===== src/rtl/trigger_gen.sv =====
// trigger_gen: multi-channel periodic trigger generator.
// A master period counter drives NUM_CH phase-delayed, width-programmable
// strobes, in continuous or N-period burst mode. Configuration is latched
// into shadow registers by load_in and only accepted while idle.
module trigger_gen #(
  parameter int NUM_CH         = 4,
  parameter int CNT_W          = 24,
  parameter int DEFAULT_PERIOD = 150000,
  parameter int BURST_W        = 16
) (
  input  logic                    clk_in,
  input  logic                    rst_in,
  input  logic                    load_in,
  input  logic [CNT_W-1:0]        period_in,
  input  logic [CNT_W-1:0]        width_in,
  input  logic [NUM_CH*CNT_W-1:0] delay_in,
  input  logic                    mode_in,
  input  logic [BURST_W-1:0]      burst_in,
  input  logic                    start_in,
  input  logic                    stop_in,
  output logic [NUM_CH-1:0]       trigger_out,
  output logic                    frame_out,
  output logic                    busy_out,
  output logic                    done_out,
  output logic                    cfg_err_out
);

  typedef enum logic {IDLE, RUN} state_t;

  state_t state, state_nxt;

  // Shadow configuration
  logic [CNT_W-1:0]        period_q;
  logic [CNT_W-1:0]        width_q;
  logic [NUM_CH*CNT_W-1:0] delay_q;
  logic                    mode_q;
  logic [BURST_W-1:0]      burst_q;
  logic                    cfg_err_q;

  // Run-time counters and output registers
  logic [CNT_W-1:0]               cnt;
  logic [BURST_W-1:0]             per_cnt;
  logic [NUM_CH-1:0][CNT_W-1:0]   wcnt;
  logic [NUM_CH-1:0]              trig_q;
  logic                           frame_q;
  logic                           done_q;

  logic cfg_ok;
  logic period_end;
  logic burst_end;
  logic keep_run;

  // Validate the configuration presented on the inputs
  always_comb begin
    cfg_ok = 1'b1;
    if (period_in < CNT_W'(2)) cfg_ok = 1'b0;
    if (width_in == '0 || width_in >= period_in) cfg_ok = 1'b0;
    for (int unsigned c = 0; c < NUM_CH; c++) begin
      if (delay_in[c*CNT_W +: CNT_W] >= period_in) cfg_ok = 1'b0;
    end
    if (mode_in && burst_in == '0) cfg_ok = 1'b0;
  end

  // Next-state logic; stop has priority over both start and burst completion
  always_comb begin
    state_nxt  = state;
    period_end = (cnt == period_q - CNT_W'(1));
    burst_end  = mode_q && period_end && (per_cnt == burst_q - BURST_W'(1));
    case (state)
      IDLE: if (start_in && !stop_in) state_nxt = RUN;
      RUN:  if (stop_in || burst_end) state_nxt = IDLE;
      default: state_nxt = IDLE;
    endcase
    // Datapath only advances while the run continues past this edge, so the
    // leaving edge clears counters and truncates any pulse in progress.
    keep_run = (state == RUN) && (state_nxt == RUN);
  end

  // State register
  always_ff @(posedge clk_in or posedge rst_in) begin
    if (rst_in) state <= IDLE;
    else        state <= state_nxt;
  end

  // Shadow configuration load, accepted only while idle
  always_ff @(posedge clk_in or posedge rst_in) begin
    if (rst_in) begin
      period_q  <= CNT_W'(DEFAULT_PERIOD);
      width_q   <= CNT_W'(1);
      delay_q   <= '0;
      mode_q    <= 1'b0;
      burst_q   <= BURST_W'(1);
      cfg_err_q <= 1'b0;
    end else if (state == IDLE && load_in) begin
      if (cfg_ok) begin
        period_q  <= period_in;
        width_q   <= width_in;
        delay_q   <= delay_in;
        mode_q    <= mode_in;
        burst_q   <= burst_in;
        cfg_err_q <= 1'b0;
      end else begin
        cfg_err_q <= 1'b1;
      end
    end
  end

  // Master period counter, completed-period counter, frame and done strobes
  always_ff @(posedge clk_in or posedge rst_in) begin
    if (rst_in) begin
      cnt     <= '0;
      per_cnt <= '0;
      frame_q <= 1'b0;
      done_q  <= 1'b0;
    end else begin
      done_q <= (state == RUN) && burst_end && !stop_in;
      if (keep_run) begin
        cnt     <= period_end ? '0 : cnt + CNT_W'(1);
        per_cnt <= period_end ? per_cnt + BURST_W'(1) : per_cnt;
        frame_q <= (cnt == '0);
      end else begin
        cnt     <= '0;
        per_cnt <= '0;
        frame_q <= 1'b0;
      end
    end
  end

  // Per-channel pulse generators: start on delay match, hold for width cycles
  always_ff @(posedge clk_in or posedge rst_in) begin
    if (rst_in) begin
      trig_q <= '0;
      wcnt   <= '0;
    end else begin
      for (int unsigned c = 0; c < NUM_CH; c++) begin
        if (!keep_run) begin
          trig_q[c] <= 1'b0;
          wcnt[c]   <= '0;
        end else if (cnt == delay_q[c*CNT_W +: CNT_W]) begin
          trig_q[c] <= 1'b1;
          wcnt[c]   <= width_q - CNT_W'(1);
        end else if (trig_q[c]) begin
          if (wcnt[c] == '0) trig_q[c] <= 1'b0;
          else               wcnt[c]   <= wcnt[c] - CNT_W'(1);
        end
      end
    end
  end

  assign trigger_out = trig_q;
  assign frame_out   = frame_q;
  assign busy_out    = (state == RUN);
  assign done_out    = done_q;
  assign cfg_err_out = cfg_err_q;

endmodule


===== config.mk =====
export PLATFORM = sky130hd
export DESIGN_NAME = trigger_gen
export DESIGN_NICKNAME = d
export VERILOG_FILES = /design/src/rtl/trigger_gen.sv
export SDC_FILE = /design/constraint.sdc
export NUM_CORES = 1
export LEC_CHECK = 0
export ABC_AREA = 1
export CAP_MARGIN = 20
export CORE_UTILIZATION = 40
export DETAILED_ROUTE_END_ITERATION = 16
export PLACE_DENSITY = 0.63
export SLEW_MARGIN = 5
export SYNTH_ARGS = -nofsm -noshare
export SYNTH_HDL_FRONTEND = slang
export SYNTH_SLANG_ARGS = --single-unit

===== constraint.sdc =====
create_clock -name clk_in -period 9.05 [get_ports clk_in]
set_input_delay 0.905 -clock clk_in [delete_from_list [all_inputs] [get_ports clk_in]]
set_output_delay 0.905 -clock clk_in [all_outputs]
set_load 0.05 [all_outputs]

==> flow_summary.toml <==
[die]
die-area_sq_mm = 0.05948
rows = 88
die_w_microns = 243.9
coreArea_sq_mm = 0.05781
ioPinCount = 174
initial_core_util = 0.4049
dieHeight_microns = 243.9

[clock_tree]
cts_resized = 0
clk-insertion-delay-late_ns = 0.59
cts_root_buffer = "clkbuf_16"
ctsHtreeMaxLevel = 2
cts.path.max_buffers = 3
clkTransAtPathRegs_ns = 0.06
cts_sinks = 305
cts_tree = "built"
hold_buffers = 0
post-cts-setup-buffer-count = 0
numCtsBuffers = 39

[drt]
drtAntennaViolNets = 0
first_iter_violations = 2138
drt_wl_total_microns = 80370
num_vias = 22890
post_drt_wl_per_cell_microns = 19.25
drc = 0
vias_per_cell = 5.481
drt-pass1-iter-count = 8

[yosys]
ys_types = 48
synth_edf_count = 0
async_reset_ff_frac = 1.000
synth_cells = 3328
yosysWarnings = 0
synthesis.nets = 3624
synth.top_cell.area_share = 0.3154
yosys-top-cells-area = "dfrtp_1 (32%), nand2_1 (16%), nand4_1 (11%)"
seq_area_frac_synth = 0.3266
ys.flop_type = "dfrtp_1"
yosys.area.top_type = "dfrtp_1"
synth-seq-cells = 305
syn_area_sq_mm = 0.02340
avgSynthCellArea_sq_um = 7.033

[pwr]
ir_worst_vdd_mv = 0.1464
leakagePower_nw = 13.61
power_density_mw_per_mm2 = 218.1

[global_route]
grt_pass1_vias = 20940
grt.overflow.total = 0
antenna_found_initial = 1
grt_pass1_wl_microns = 124100
grt_use_total = 0.2675
grt_max_degree = 194

[setup_path]
path_class = "input pin to register"
end_kind = "register"
cp.required_ns = 9.51
cp_max_fo = 84
critPathArrivalTime_ns = 5.58
start_kind = "input pin"
r2r_cells = 16

[timing]
hold_violations = 0
slew_headroom = 0.2290
fin_worst_skew_ns = 0.03616
setup_viol = 0
setup_tns_ns = 0
fin_crit_ns = 5.124
fin_crit_sh = 0.5661
setup_ws_ns = 3.926
hold_ws_ns = 0.4879
tightest_slew_ns = 1.148
clock.fmax_mhz = 195.2
maxSlewViolCount = 0
rsz0062_at_grt = "false"

[finish]
layout-drive-gt1-share = 0.04575
finalInstanceArea_sq_mm = 0.02675
fill_cells = 5931
area_growth_pct = 14.28
nNetsFinal = 3678

[placement]
placement.io_buffers = 173
hpwlAfterDp_microns = 57540
dp_slack_ns = 3.362
globalplace.congestion = 0.9325
post_dp_cell_area_sq_mm = 0.02540

[flow_run]
drv_cap = 0

[worst_hold_path]
hold-path-cell-count = 2
min_path_type = "register to register"

[outcome]
outcome = "completed"
## metrics by stage
| step | cells | power, mW | utilization |
|---|---|---|---|
| CTS | 4175 | 5.842 | 0.4627 |
| finish | 4176 | 5.835 | 0.4627 |
| detailed placement | 4106 | 4.144 | 0.4394 |
| floorplan | 3328 | 3.424 | - |
| global route | 4176 | 6.199 | 0.4627 |
| global placement | 4105 | 4.106 | 0.4392 |
## worst max-delay path, stage by stage
cell             delay [ns]
clkdlybuf4s50_1        0.57
inv_1                  0.24
ha_1                   0.37
nand2_1                0.07
inv_1                  0.05
nand2_1                0.06
nand2_1                0.05
nand2_1                0.05
nand2_1                0.05
nand2_1                0.05
nand4_1                0.08
nor2_1                 0.16
nand4_1                0.16
nor2_4                 0.10
buf_4                  0.62
nand3_4                0.99
buf_4                  0.71
nand2_1                0.17
nand2_1                0.07
## per-layer routing
layer,wire length [microns],share of wire,global-route usage
met4,2747,0.034,0.1018
met3,5425,0.068,0.03239
met2,36460,0.45,0.4241
met5,0,0,0
met1,35730,0.44,0.3706
## sequential cells by signal (all words and copies together) (netlist names), 4 cells and up
name and count:
burst_q 16, width_q 24, wcnt 96, cnt 24, trigger_out 4, delay_q 96, per_cnt 16, period_q 24
## cell type report
class	instances	area [sq um]	share of cell area
antenna	1	2.502	0.00009355
clock buffer	48	1071	0.04004
clock inverter	21	276.5	0.01034
inverter	276	1040	0.03887
multi-input combinational	2567	13830	0.5170
sequential	305	7649	0.2859
tap	765	957.2	0.03578
timing repair buffer	193	1923	0.07190
## power by group
part	total (mW)	leakage (nW)	internal (mW)	switching (mW)
Combinational	2.11	8.90	0.725	1.38
Clock	1.68	0.670	1.01	0.666
Sequential	2.05	4.04	1.71	0.340
Total	5.83	13.6	3.45	2.39
## cells in the final DEF, fill, tap and decap left out, types with 11 or more instances in the layout
master	netlist	layout
a21oi_1	66	66
buf_4	2	16
clkbuf_16	0	40
clkdlybuf4s50_1	0	173
clkinv_2	0	11
dfrtp_1	295	294
ha_1	130	130
inv_1	270	269
nand2_1	980	980
nand3_1	126	125
nand3b_1	17	17
nand4_1	420	420
nor2_1	329	327
nor3_1	49	49
nor4_1	30	30
o21ai_0	112	112
or2_2	27	27
xnor2_1	95	95
xor2_1	117	117
## final timing paths
check                              end    startpoint  slack (ns)
max                        width_q[21]  period_in[3]        3.93
min                         delay_q[4]    delay_q[4]        0.49
max reg2reg                  frame_out   period_q[0]        5.03
min reg2reg                 delay_q[4]    delay_q[4]        0.49
max in group asynchronous  delay_q[77]        rst_in        6.42
min in group asynchronous  delay_q[95]        rst_in        0.58
## cells by family (layout without fill, tap and decap cells)
logic type,after synthesis,after routing,synth area share
AND/OR/NAND/NOR,2020,2020,0.3945
buffers and inverters,456,538,0.08366
flip-flops,305,305,0.3266
XOR/XNOR,212,212,0.07933
AO/OA/AOI/OAI,205,205,0.04635
adder cells (fa/ha/maj),130,130,0.06950
other,0,1,0
## cell usage after synthesis, drive strengths merged, types with 3 or more instances
cell    instances
xnor2          95
o21ai         116
nor3           51
and2            8
a21oi          66
nand4         420
nor2          342
dfrtp         295
clkbuf         98
nor4           32
dfstp          10
nand3b         17
nand3         128
nor3b           5
buf            82
xor2          117
nand2         985
o21a            8
ha            130
o41ai           3
inv           275
or2            29
Power figures use the tool's default switching activity.
